--- src/rtl/alu_disp_sched.sv ---
// alu_disp_sched: display scheduler between the ALU result producer and the
// 4-bit signed-result seven-segment decoder. Results are queued in a small
// FIFO and each one is held on res_num for HOLD_CYCLES clocks, so bursts of
// results stay readable on the board displays.
//
// Ports:
//   clk        system clock, all state updates on the rising edge
//   rst        synchronous reset, active-high
//   clr        synchronous flush of FIFO and display (below rst in priority)
//   in_valid   producer offers in_data this cycle
//   in_data    ALU result (bit3 sign, bits2:0 magnitude), passed through as-is
//   in_ready   FIFO can accept (not full, from the registered count)
//   res_num    registered value fed to the decoder
//   disp_blank 1 while nothing has been loaded; display forces segments off
//   disp_new   one-cycle pulse in the cycle after res_num is loaded
//   fifo_count current FIFO occupancy (0..DEPTH)
module alu_disp_sched #(
  parameter int unsigned DEPTH       = 4,
  parameter int unsigned HOLD_CYCLES = 16
) (
  input  logic                     clk,
  input  logic                     rst,
  input  logic                     clr,
  input  logic                     in_valid,
  input  logic [3:0]               in_data,
  output logic                     in_ready,
  output logic [3:0]               res_num,
  output logic                     disp_blank,
  output logic                     disp_new,
  output logic [$clog2(DEPTH):0]   fifo_count
);

  localparam int unsigned PW = $clog2(DEPTH);
  localparam int unsigned CW = (HOLD_CYCLES > 1) ? $clog2(HOLD_CYCLES) : 1;

  localparam logic [PW:0]   CNT_FULL = (PW + 1)'(DEPTH);
  localparam logic [PW:0]   CNT_ONE  = (PW + 1)'(1);
  localparam logic [PW-1:0] PTR_ONE  = PW'(1);
  localparam logic [CW-1:0] HOLD_ONE = CW'(1);
  localparam logic [CW-1:0] RELOAD   = CW'(HOLD_CYCLES - 1);

  typedef enum logic [1:0] {
    IDLE,
    SHOW,
    HOLD
  } state_t;

  state_t        state;
  state_t        state_nx;
  logic [3:0]    mem [DEPTH];
  logic [PW-1:0] rd_ptr;
  logic [PW-1:0] wr_ptr;
  logic [PW:0]   count;
  logic [CW-1:0] hold_cnt;
  logic          push;
  logic          pop;
  logic          empty;

  assign in_ready   = (count != CNT_FULL);
  assign empty      = (count == '0);
  // A flush or reset on the same edge drops the offered value.
  assign push       = in_valid && in_ready && !clr && !rst;
  assign fifo_count = count;

  // The scheduler only sees entries already in the FIFO before the edge,
  // so a value written this edge is never loaded on the same edge.
  always_comb begin
    state_nx = state;
    pop      = 1'b0;
    case (state)
      IDLE, HOLD: begin
        if (!empty) begin
          pop      = 1'b1;
          state_nx = SHOW;
        end
      end
      SHOW: begin
        if (hold_cnt == '0) begin
          if (!empty) pop = 1'b1;
          else        state_nx = HOLD;
        end
      end
      default: state_nx = IDLE;
    endcase
  end

  always_ff @(posedge clk) begin
    if (rst || clr) state <= IDLE;
    else            state <= state_nx;
  end

  always_ff @(posedge clk) begin
    if (push) mem[wr_ptr] <= in_data;
  end

  always_ff @(posedge clk) begin
    if (rst || clr) begin
      rd_ptr     <= '0;
      wr_ptr     <= '0;
      count      <= '0;
      hold_cnt   <= '0;
      res_num    <= '0;
      disp_blank <= 1'b1;
      disp_new   <= 1'b0;
    end else begin
      disp_new <= pop;
      if (push) wr_ptr <= wr_ptr + PTR_ONE;
      if (pop) begin
        res_num    <= mem[rd_ptr];
        rd_ptr     <= rd_ptr + PTR_ONE;
        disp_blank <= 1'b0;
        hold_cnt   <= RELOAD;
      end else if (state == SHOW && hold_cnt != '0) begin
        hold_cnt <= hold_cnt - HOLD_ONE;
      end
      case ({push, pop})
        2'b10:   count <= count + CNT_ONE;
        2'b01:   count <= count - CNT_ONE;
        default: count <= count;
      endcase
    end
  end

endmodule

--- config.mk ---
export PLATFORM = sky130hd
export DESIGN_NAME = alu_disp_sched
export DESIGN_NICKNAME = d
export VERILOG_FILES = /design/src/rtl/alu_disp_sched.sv
export SDC_FILE = /design/constraint.sdc
export NUM_CORES = 1
export LEC_CHECK = 0
export BUFFER_PORTS_ARGS = -buffer_cell sky130_fd_sc_hd__buf_2
export CELL_PAD_IN_SITES_DETAIL_PLACEMENT = 0
export CELL_PAD_IN_SITES_GLOBAL_PLACEMENT = 1
export CORE_MARGIN = 3
export CORE_UTILIZATION = 45
export DETAILED_ROUTE_END_ITERATION = 8
export PLACE_DENSITY = 0.74
export SYNTH_ARGS = -nofsm -noshare
export SYNTH_HDL_FRONTEND = slang
export SYNTH_SLANG_ARGS = --single-unit
--- constraint.sdc ---
create_clock -name clk -period 3 [get_ports clk]
set_input_delay 0.15 -clock clk [delete_from_list [all_inputs] [get_ports clk]]
set_output_delay 0.15 -clock clk [all_outputs]
set_load 0.005 [all_outputs]
Yosys cells after proc, flatten, opt, wreduce, memory -nomap -nowiden
Memory sizes are Yosys's and may differ from the RTL's. A register that Yosys moved wholly into a read port is not among the register bits.
Cells that the tools add are included.
{"block": "totals", "inputBits": 8, "wordCells": 48, "ff_bits": 15, "out_inout_bits": 10, "n_memories": 1, "mem_bits_rw": 16}
{"name": "mem", "depth": 4, "word_bits": 4, "rd": 1, "rd_ports_with_merged_regs": 1, "write_ports": 1, "line": "50", "rtl": "logic [3:0] mem [DEPTH];"}
{"block": "op_classes", "mux": 12, "addsub": 5, "reduce_logical": 15, "n_eq_ne": 8}
{"operator": "$mux W4", "count": 2}
{"operator": "$mux W2", "count": 3}
{"operator": "$ne A2 B2 Y1 const B", "count": 3}
{"operator": "$pmux W3 S2", "count": 1}
{"operator": "$add A2 B1 Y2 const B", "count": 2}
{"operator": "$eq A2 B1 Y1 const B", "count": 2}
{"operator": "$eq A2 B2 Y1 const B", "count": 2}
{"operator": "$logic_and A1 B1 Y1", "count": 4}
{"operator": "$logic_not A4 Y1", "count": 1}
{"operator": "$mux W1", "count": 4}
{"operator": "$pmux W2 S2", "count": 1}
{"operator": "$reduce_bool A2 Y1", "count": 2}
{"operator": "$reduce_bool A4 Y1", "count": 1}
{"operator": "$sub A4 B1 Y4 const B", "count": 1}
{"operator": "$add A3 B1 Y3 const B", "count": 1}
{"operator": "$logic_not A3 Y1", "count": 1}
{"operator": "$ne A3 B3 Y1 const B", "count": 1}
{"operator": "$reduce_and A3 Y1", "count": 1}
{"operator": "$sub A3 B1 Y3 const B", "count": 1}
{"operator": "$logic_not A1 Y1", "count": 2}
{"operator": "$logic_not A2 Y1", "count": 1}
{"operator": "$pmux W1 S2", "count": 1}
{"operator": "$reduce_or A2 Y1", "count": 1}
{"operator": "$logic_or A1 B1 Y1", "count": 1}

Logic depth before layout (Yosys ltp)
Gate-level depths: netlist (run 1).
{"block": "logic_depth", "depth_word": 6, "ltp_mapped": 11, "mapped_depth_nobuf": 11}

Worst setup path after synthesis (run 1)
OpenSTA, ideal clock, no wires.
{"block": "synth_path", "path_type": "reg-to-reg", "start": "register hold_cnt[0]", "end": "register count[2], in the netlist fifo_count[2]", "setup_time_ns": 0.070, "n_path_buf": 0, "required_ns": 2.930, "arrival_ns": 2.276, "stages_incl_launch_ff": 12, "setup_slack_ns": 0.654, "period_less_slack_ns": 2.346, "path_cell_list": "dfxtp_1 -> inv_1 -> ha_1 -> nor4b_4 -> o21ai_4 -> inv_2 -> ha_1 -> inv_1 -> fa_1 -> xor2_1 -> or3_1 -> a21oi_1"}
{"block": "synth_between", "elab_chain_cells": 5, "word_cells_on_any_way": 7, "classes_between": "2 x eq/ne; 3 x mux; 2 x reduce/logical"}
{"item": "start: declaration", "line": "54", "rtl": "logic [CW-1:0] hold_cnt;"}
{"item": "start signal: assignment", "line": "114", "rtl": "hold_cnt <= hold_cnt - HOLD_ONE;"}
{"item": "$logic_not A4 Y1 (*)", "line": "78", "rtl": "if (hold_cnt == '0) begin"}
{"item": "$mux W1 (*)", "line": "78"}
{"item": "$pmux W1 S2 (*)", "line": "70", "rtl": "case (state)"}
{"item": "net pop", "line": "56", "rtl": "logic pop;"}
{"item": "$eq A2 B1 Y1 or $eq A2 B2 Y1 (tied branches)", "line": "116", "rtl": "case ({push, pop})"}
{"item": "$pmux W3 S2 or $reduce_bool A2 Y1 (tied branches)"}
{"item": "end signal: assignment", "line": "117", "rtl": "2'b10: count <= count + CNT_ONE;"}
{"item": "end signal: assignment", "line": "118", "rtl": "2'b01: count <= count - CNT_ONE;"}
{"item": "end signal: assignment", "line": "119", "rtl": "default: count <= count;"}
{"item": "end: declaration", "line": "53", "rtl": "logic [PW:0] count;"}
The timed path passes the listed nets; every way through them passes the cells marked *.
A chain may end at the register's enable or synchronous reset.

Worst setup path after layout (run 1)
Same ends and word-level chain as after synthesis.

==> results of run 1 <==
==> placed cells by master, fill, tap and decap left out, types with 3 or more instances in the layout <==
master	count
sky130_fd_sc_hd__dfxtp_1	19
sky130_fd_sc_hd__buf_2	17
sky130_fd_sc_hd__edfxtp_1	16
sky130_fd_sc_hd__inv_1	12
sky130_fd_sc_hd__nand3_1	10
sky130_fd_sc_hd__or3_1	6
sky130_fd_sc_hd__o21ai_0	6
sky130_fd_sc_hd__ha_1	6
sky130_fd_sc_hd__nor2_1	5
sky130_fd_sc_hd__a21oi_1	5
sky130_fd_sc_hd__clkbuf_4	5
sky130_fd_sc_hd__and2_1	4
sky130_fd_sc_hd__mux4_2	4
sky130_fd_sc_hd__o2111ai_1	4
sky130_fd_sc_hd__nand4_1	4
sky130_fd_sc_hd__nor3_1	3
sky130_fd_sc_hd__mux2i_1	3
sky130_fd_sc_hd__a31oi_1	3
==> cell usage after synthesis (all sizes together) (2+ instances only) <==
cell,instances
nand4,4
nand2b,2
nor3,3
ha,6
a21oi,5
nand2,2
dfxtp,19
or3,6
and2,4
clkbuf,3
nor3b,2
nand3,10
o21ai,7
edfxtp,16
a31oi,3
mux4,4
o2111ai,4
inv,13
buf,3
o211ai,2
nor2,5
xor2,2
or4,2
mux2i,3
==> kinds of logic after synthesis <==
family	share of synthesized area (%)
multiplexers	7.494
AND/OR/NAND/NOR	17.25
flip-flops	53.71
adder cells (fa/ha/maj)	5.933
AO/OA/AOI/OAI	9.836
XOR/XNOR	1.093
buffers and inverters	4.683
==> through the flow <==
step | setup WS, ns | util, % | power, µW
5_1_grt | 0.1840 | 52.38 | 851.8
6_report | 0.4012 | 52.38 | 810.8
2_1_floorplan | 0.6539 | - | 566.6
3_5_place_dp | 0.4297 | 50.94 | 587.4
4_1_cts | 0.3930 | 52.38 | 823.7
3_3_place_gp | 0.5203 | 50.94 | 584.9
==> power by group through the flow <==
stage	combinational (µW)	sequential, µW	clock [µW]
floorplan	45.7	521	0
global placement	61.9	523	0
detailed placement	64.0	523	0
CTS	64.6	512	247
global route	72.6	514	265
finish	63.9	512	235
==> worst paths after layout <==
path	cells after the start	slack, ns	to	from
worst max-delay path	11	0.40	fifo_count[2]$_SDFFE_PP0P_	hold_cnt[0]$_SDFFE_PP0P_
worst min-delay path	1	0.03	mem[3][0]$_DFFE_PP_	in_data[0]
worst max register to register	11	0.40	fifo_count[2]$_SDFFE_PP0P_	hold_cnt[0]$_SDFFE_PP0P_
worst min register to register	1	0.45	disp_blank$_SDFFE_PP1P_	disp_blank$_SDFFE_PP1P_
==> worst register-to-register path, stage by stage (launching register included) <==
cell                      delay (ns)
sky130_fd_sc_hd__dfxtp_1        0.34
sky130_fd_sc_hd__inv_1          0.06
sky130_fd_sc_hd__ha_1           0.22
sky130_fd_sc_hd__nor4b_4        0.45
sky130_fd_sc_hd__o21ai_4        0.16
sky130_fd_sc_hd__inv_2          0.10
sky130_fd_sc_hd__ha_1           0.18
sky130_fd_sc_hd__inv_1          0.06
sky130_fd_sc_hd__fa_1           0.37
sky130_fd_sc_hd__xor2_1         0.16
sky130_fd_sc_hd__or3_1          0.30
sky130_fd_sc_hd__a21oi_1        0.14
==> layer usage <==
layer  global-route usage (%)  vias to the layer above
li1                         -                      548
met1                    18.78                      535
met2                    24.53                       18
met3                    4.615                        6
met4                    9.067                        0
met5                        0                        -
==> registers in the layout, indices dropped and copies added, names as in the netlist <==
register,cells
state,2
disp_blank,1
wr_ptr,2
rd_ptr,2
hold_cnt,4
mem,16
disp_new,1
res_num,4
fifo_count,3
==> area by class of cell <==
cell class / instances / area (µm²)
Multi-Input combinational cell: 84 / 666.9
Timing Repair Buffer: 18 / 92.59
Clock inverter: 2 / 7.507
Inverter: 13 / 48.80
Tap cell: 46 / 57.56
Fill cell: 307 / 1614
Sequential cell: 35 / 860.8
Clock buffer: 6 / 41.29
==> impl_summary.txt, run 1 <==
----------------------------------------------------
[Clocking]
  Clock latency at the later pin of the worst-skew pair ... 0.33 ns
  TritonCTS clock tree ... built
  Sinks on the clock net ... 35
  CTS Buf Count ... 5
  Resized cells post-CTS ... 0
  H-tree lvl count ... 2
  Clock tree buffer depth ... 2
  Clock slew at reported path FFs ... 0.10 ns
  Count of buffers added by post-CTS timing repair for setup ... 0
  Cell chosen for the clock root ... sky130_fd_sc_hd__clkbuf_4
  Number of buffers inserted for hold repair after clock tree synthesis ... 0

[Final layout]
  Antenna Diode Count ... 0
  P&R area growth vs syn ... 10.77%
  Layout Cells excl Fill ... 204
  Net total in the final layout ... between 150 and 200
  Final cell area excluding filler cells ... ~1800 µm²
  Layout cell share with drive strength beyond 1 ... 18.99%

[Synthesis]
  EDFF count, synth ... 16
  Share of synthesized registers carrying an async set or reset ... 0%
  Distinct cell type count of the synthesized netlist ... 34
  Cell type with the largest total area after synthesis ... sky130_fd_sc_hd__edfxtp_1
  Biggest area contributors in the synthesized netlist ... sky130_fd_sc_hd__edfxtp_1 30%, sky130_fd_sc_hd__dfxtp_1 24%, sky130_fd_sc_hd__mux4_2 5.6%, sky130_fd_sc_hd__ha_1 4.7%, sky130_fd_sc_hd__nand3_1 3.1%
  Proportion of netlist area held by the largest area contributor ... 29.98%
  Area of the mapped netlist ... 1603 µm²
  Total of warnings raised by yosys ... 0
  Count of state elements after synthesis ... 35
  Top_reg_cell synth ... sky130_fd_sc_hd__dfxtp_1
  Post-synthesis net count ... between 150 and 200
  Sequential area share after synthesis ... 53.71%
  Gate count of the mapped netlist ... 138
  Mean Syn Cell Area ... 11.61 µm²

[GRT]
  Wire length of the first global-routing pass ... 4905 µm
  GRT overflow ... 0
  Initial antenna violation count ... 0
  Number of global-route vias before repair ... 1,095
  Global-route total usage across every layer ... 15.58%
  Maximum number of pins on one net before global-route repair ... 16

[Place]
  Placed Cells incl. Taps ... 196
  # port buffers ... 17
  DP Wirelength ... 2093 µm
  Placed Area ... 1727 µm²
  Last weighted congestion value of the routability-driven placer ... between 0.7 and 0.8

[Power]
  Portion of total power attributed to the clock network ... 28.9%
  Share of power burned in combinational logic ... 7.9%
  Leakage dissipation ... 0.0006560 µW
  Fraction of power consumed by sequential logic ... 63.2%
  Total power divided by cell area ... ~460 nW/µm²
  Internal Dissipation ... 617.7 µW
  Share of total power consumed by net switching ... 23.82%
  Switching power ... approximately 190 µW
  IR Drop Worst-Case VDD ... around 0.00023 V

[Timing]
  Fin Hold WS ... 0.02657 ns
  Hold Fails Final Rpt ... 0
  FMAX ... roughly 380 MHz
  Max-slew violation count ... 0
  Final period demand of the worst path ... 2.599 ns
  Period utilisation layout ... 86.63%
  Relative max-transition margin ... 38.58%
  Total setup violations reported at the end of the flow ... 0
  Clk_skew ... 0.005776 ns
  Transition time of the tightest slew-check pin ... 0.9180 ns
  Aggregate negative setup slack ... 0 ns
  Unrepaired setup endpoints after global routing ... false

[Setup path]
  Highest cell delay on the worst timing path ... roughly 0.45 ns
  CP endpoint kind ... flop
  Library cell contributing the largest single delay on the critical path ... sky130_fd_sc_hd__nor4b_4
  Critical path data arrival time ... 2.87 ns
  Buffers and inverters on the worst path ... 3
  Worst-path maximum fanout ... 8
  Nature of the critical path startpoint ... flop
  Path type of the worst setup path ... reg2reg
  Endpoint required time on the critical path ... 3.27 ns
  Crit path max-delay family ... adder cells
  Ordered list of cells on the worst path ... inv_1 -> ha_1 -> nor4b_4 -> o21ai_4 -> inv_2 -> ha_1 -> inv_1 -> fa_1 -> xor2_1 -> or3_1 -> a21oi_1

[Drt]
  Wire length on met2 ... approximately 1400 µm
  Iteration-0 DRC Markers ... 28
  Detailed-route DRC error count ... 0
  Sum of routed wire segments on met1 ... 1261 µm
  1st-pass router iterations ... 2
  Routed wire per std cell ... 13.97 µm
  Routed vias/inst ... 5.426
  DR vias ... roughly 1,100
  Final WL ... 2849 µm
  Routed wl met3 ... 108 µm
  Uppermost layer routed ... met4
  Antenna Violating Nets Remaining ... 0

[Worst hold path]
  HP Class ... in2reg

[Die]
  Initial Util ... a little under half
  Die W ... 65.68 µm
  Number of cell rows ... 21
  Area of the core region ... 3390 µm²
  I/O pin count ... 18
  Die height ... 65.68 µm
  Total die area ... 4314 µm²

[Job]
  Maxcap violations ... 0

[Run status]
  Run status ... completed

----------------------------------------------------
Note: power is estimated with default switching activity, not from simulation.
==> run 2: changes to the inputs <==
RECOVER_POWER = 50   (was unset)
==> run 2 against run 1 <==
First-iteration DRC count rose by 43%. Largest cell class unchanged. Highest routed layer unchanged. Sequential power about the same. Combinational power is 1% lower. Via count hardly changed.
==> impl_summary.txt, run 2 (synthesis gave the netlist of run 1 again) <==
----------------------------------------------------
[Timing]
  Fin Hold WS ... 0.07106 ns (+0.04449 ns)
  Max-slew violation count ... 0 (unchanged)
  Hold Fails Final Rpt ... 0 (unchanged)
  Total setup violations reported at the end of the flow ... 0 (unchanged)
  Period utilisation layout ... 86.72% (+0.091 points)
  Final period demand of the worst path ... 2.602 ns (+0.002728 ns)
  Relative max-transition margin ... 38.28% (-0.30 points)
  Final worst-path setup slack ... 0.3984 ns (-0.002728 ns)
  Aggregate negative setup slack ... 0 ns (unchanged)
  Clk_skew ... 0.006368 ns (+0.0005920 ns)
  FMAX ... 384.4 MHz (-0.10%)
  Unrepaired setup endpoints after global routing ... false
  Transition time of the tightest slew-check pin ... 0.9225 ns (+0.004504 ns)

[Drt]
  1st-pass router iterations ... 2 (unchanged)
  Routed vias/inst ... 5.431 (about the same)
  Iteration-0 DRC Markers ... 40 (+43%)
  Detailed-route DRC error count ... 0 (unchanged)
  Final WL ... 2875 µm (+0.91%)
  Routed wire per std cell ... 14.09 µm (+0.91%)
  Antenna Violating Nets Remaining ... 0 (unchanged)
  DR vias ... 1,108 (+0.090%)

[Clocking]
  H-tree lvl count ... 2 (unchanged)
  Cell chosen for the clock root ... sky130_fd_sc_hd__clkbuf_4
  Number of buffers inserted for hold repair after clock tree synthesis ... 0 (unchanged)
  Resized cells post-CTS ... 0 (unchanged)
  Count of buffers added by post-CTS timing repair for setup ... 0 (unchanged)
  Clock tree buffer depth ... 2 (unchanged)
  Clock slew at reported path FFs ... 0.10 ns (about the same)
  Clock latency at the later pin of the worst-skew pair ... 0.33 ns (about the same)
  Sinks on the clock net ... 35 (unchanged)
  TritonCTS clock tree ... built
  CTS Buf Count ... 5 (unchanged)

[Die]
  Initial Util ... 47.29% (unchanged)
  Die height ... 65.68 µm (unchanged)
  Die W ... 65.68 µm (unchanged)
  I/O pin count ... 18 (unchanged)
  Total die area ... 4314 µm² (unchanged)
  Area of the core region ... 3390 µm² (unchanged)
  Number of cell rows ... 21 (unchanged)

[Final layout]
  Finished Core Util ... 52.09% (-0.30 points)
  Top library cells by usage in the layout, fill and taps aside ... 19 x sky130_fd_sc_hd__dfxtp_1, 16 x sky130_fd_sc_hd__edfxtp_1, 12 x sky130_fd_sc_hd__inv_1, 10 x sky130_fd_sc_hd__nand3_1
  Most frequent standard cell in the layout excluding fill and tap cells ... sky130_fd_sc_hd__dfxtp_1
  Net total in the final layout ... 172 (unchanged)
  Register bank with the most flops ... mem
  Layout cell share with drive strength beyond 1 ... 13.92% (-5.1 points)
  Layout Cells excl Fill ... 204 (unchanged)
  Antenna Diode Count ... 0 (unchanged)
  P&R area growth vs syn ... 10.15%
  Largest registers ... mem: 16 flops, hold_cnt: 4 flops, res_num: 4 flops
  Number of flip-flops in the largest register ... 16 (unchanged)
  # fillers ... 313 (+2.0%)

[Place]
  Worst setup timing slack at the placement stage ... 0.4297 ns (unchanged)
  # port buffers ... 17 (unchanged)
  Last weighted congestion value of the routability-driven placer ... 0.7774 (unchanged)
  DP Wirelength ... 2093 µm (unchanged)
  Placed Cells incl. Taps ... 196 (unchanged)

[Worst hold path]
  HP Class ... in2reg
  Worst Hold Endpoint ... mem[3][0]$_DFFE_PP_
  Critical hold path startpoint ... in_data[0]
  Hold depth ... 1 (unchanged)

[Setup path]
  Worst-path maximum fanout ... 8 (unchanged)
  Critical path launch point ... hold_cnt[0]$_SDFFE_PP0P_
  Worst Reg2Reg Path Length in Cells ... 11 (unchanged)
  CP endpoint kind ... flop
  Reg2Reg Launch Point ... hold_cnt[0]$_SDFFE_PP0P_
  Destination of the worst register-to-register timing path ... fifo_count[2]$_SDFFE_PP0P_
  Critical path data arrival time ... 2.87 ns (about the same)
  Reg2Reg Setup Slack ... 0.40 ns (about the same)
  Nature of the critical path startpoint ... flop
  Path type of the worst setup path ... reg2reg
  Endpoint required time on the critical path ... 3.27 ns (about the same)

[GRT]
  Number of global-route vias before repair ... 1,095 (unchanged)
  Wire length of the first global-routing pass ... 4905 µm (unchanged)
  GRT overflow ... 0 (unchanged)
  Maximum number of pins on one net before global-route repair ... 16 (unchanged)
  Initial antenna violation count ... 0 (unchanged)
  Global-route total usage across every layer ... 15.58% (unchanged)

[Power]
  Total power divided by cell area ... 458.8 nW/µm² (+0.47%)
  Leakage dissipation ... 0.0006308 µW (-3.8%)
  IR Drop Worst-Case VDD ... 0.0002285 V (about the same)

[Job]
  Maxcap violations ... 0 (unchanged)

[Run status]
  Run status ... completed

----------------------------------------------------
[run 2: changes by cell type in the layout (fill, tap and decap cells not counted)]
cell / change
sky130_fd_sc_hd__clkbuf_1: +8
sky130_fd_sc_hd__buf_2: -8
[run 2: power breakdown]
part	total (µW)	switching, µW	internal [µW]
Clock	235	148	86.8
Sequential	512	7.00	505
Combinational	63.1	38.5	24.5
[run 2: worst max path at each step]
| stage | endpoint | slack, ns | cells after the start |
|---|---|---|---|
| 4_1_cts | fifo_count[2]$_SDFFE_PP0P_ | 0.39 | 11 |
| 5_1_grt | fifo_count[2]$_SDFFE_PP0P_ | 0.18 | 11 |
| 3_5_place_dp | fifo_count[2]$_SDFFE_PP0P_ | 0.43 | 11 |
| 2_1_floorplan | fifo_count[2]$_SDFFE_PP0P_ | 0.65 | 11 |
| 6_report | fifo_count[2]$_SDFFE_PP0P_ | 0.40 | 11 |
| 3_3_place_gp | fifo_count[2]$_SDFFE_PP0P_ | 0.52 | 11 |
[run 2: area by class of cell]
class                   instances  area [µm²]  area share [%]
clock buffers                   6       41.29           2.339
clock inverters                 2       7.507          0.4252
inverters                      13       48.80           2.764
multi-input cells              84       666.9           37.77
flip-flops and latches         35       860.8           48.76
well taps                      46       57.56           3.260
repair buffers                 18       82.58           4.678
[run 2: routing by layer]
| layer | GRT usage [%] | routed length, µm | vias to the layer above |
|---|---|---|---|
| li1 | - | - | 548 |
| met1 | 18.78 | 1265 | 536 |
| met2 | 24.53 | 1435 | 18 |
| met3 | 4.615 | 113 | 6 |
| met4 | 9.067 | 60 | 0 |
| met5 | 0 | 0 | - |
[run 2: critical path, stage by stage, from the launching register on]
cell and delay, ns:
sky130_fd_sc_hd__dfxtp_1 0.34, sky130_fd_sc_hd__inv_1 0.06, sky130_fd_sc_hd__ha_1 0.22, sky130_fd_sc_hd__nor4b_4 0.45, sky130_fd_sc_hd__o21ai_4 0.16, sky130_fd_sc_hd__inv_2 0.10
sky130_fd_sc_hd__ha_1 0.18, sky130_fd_sc_hd__inv_1 0.06, sky130_fd_sc_hd__fa_1 0.37, sky130_fd_sc_hd__xor2_1 0.16, sky130_fd_sc_hd__or3_1 0.31, sky130_fd_sc_hd__a21oi_1 0.14
[run 2: stage by stage]
stage	total power, µW	area, µm²
floorplan	566.6	1603
global placement	584.9	1727
detailed placement	587.4	1727
CTS	823.7	1775
global route	850.7	1765
finish	810.0	1765
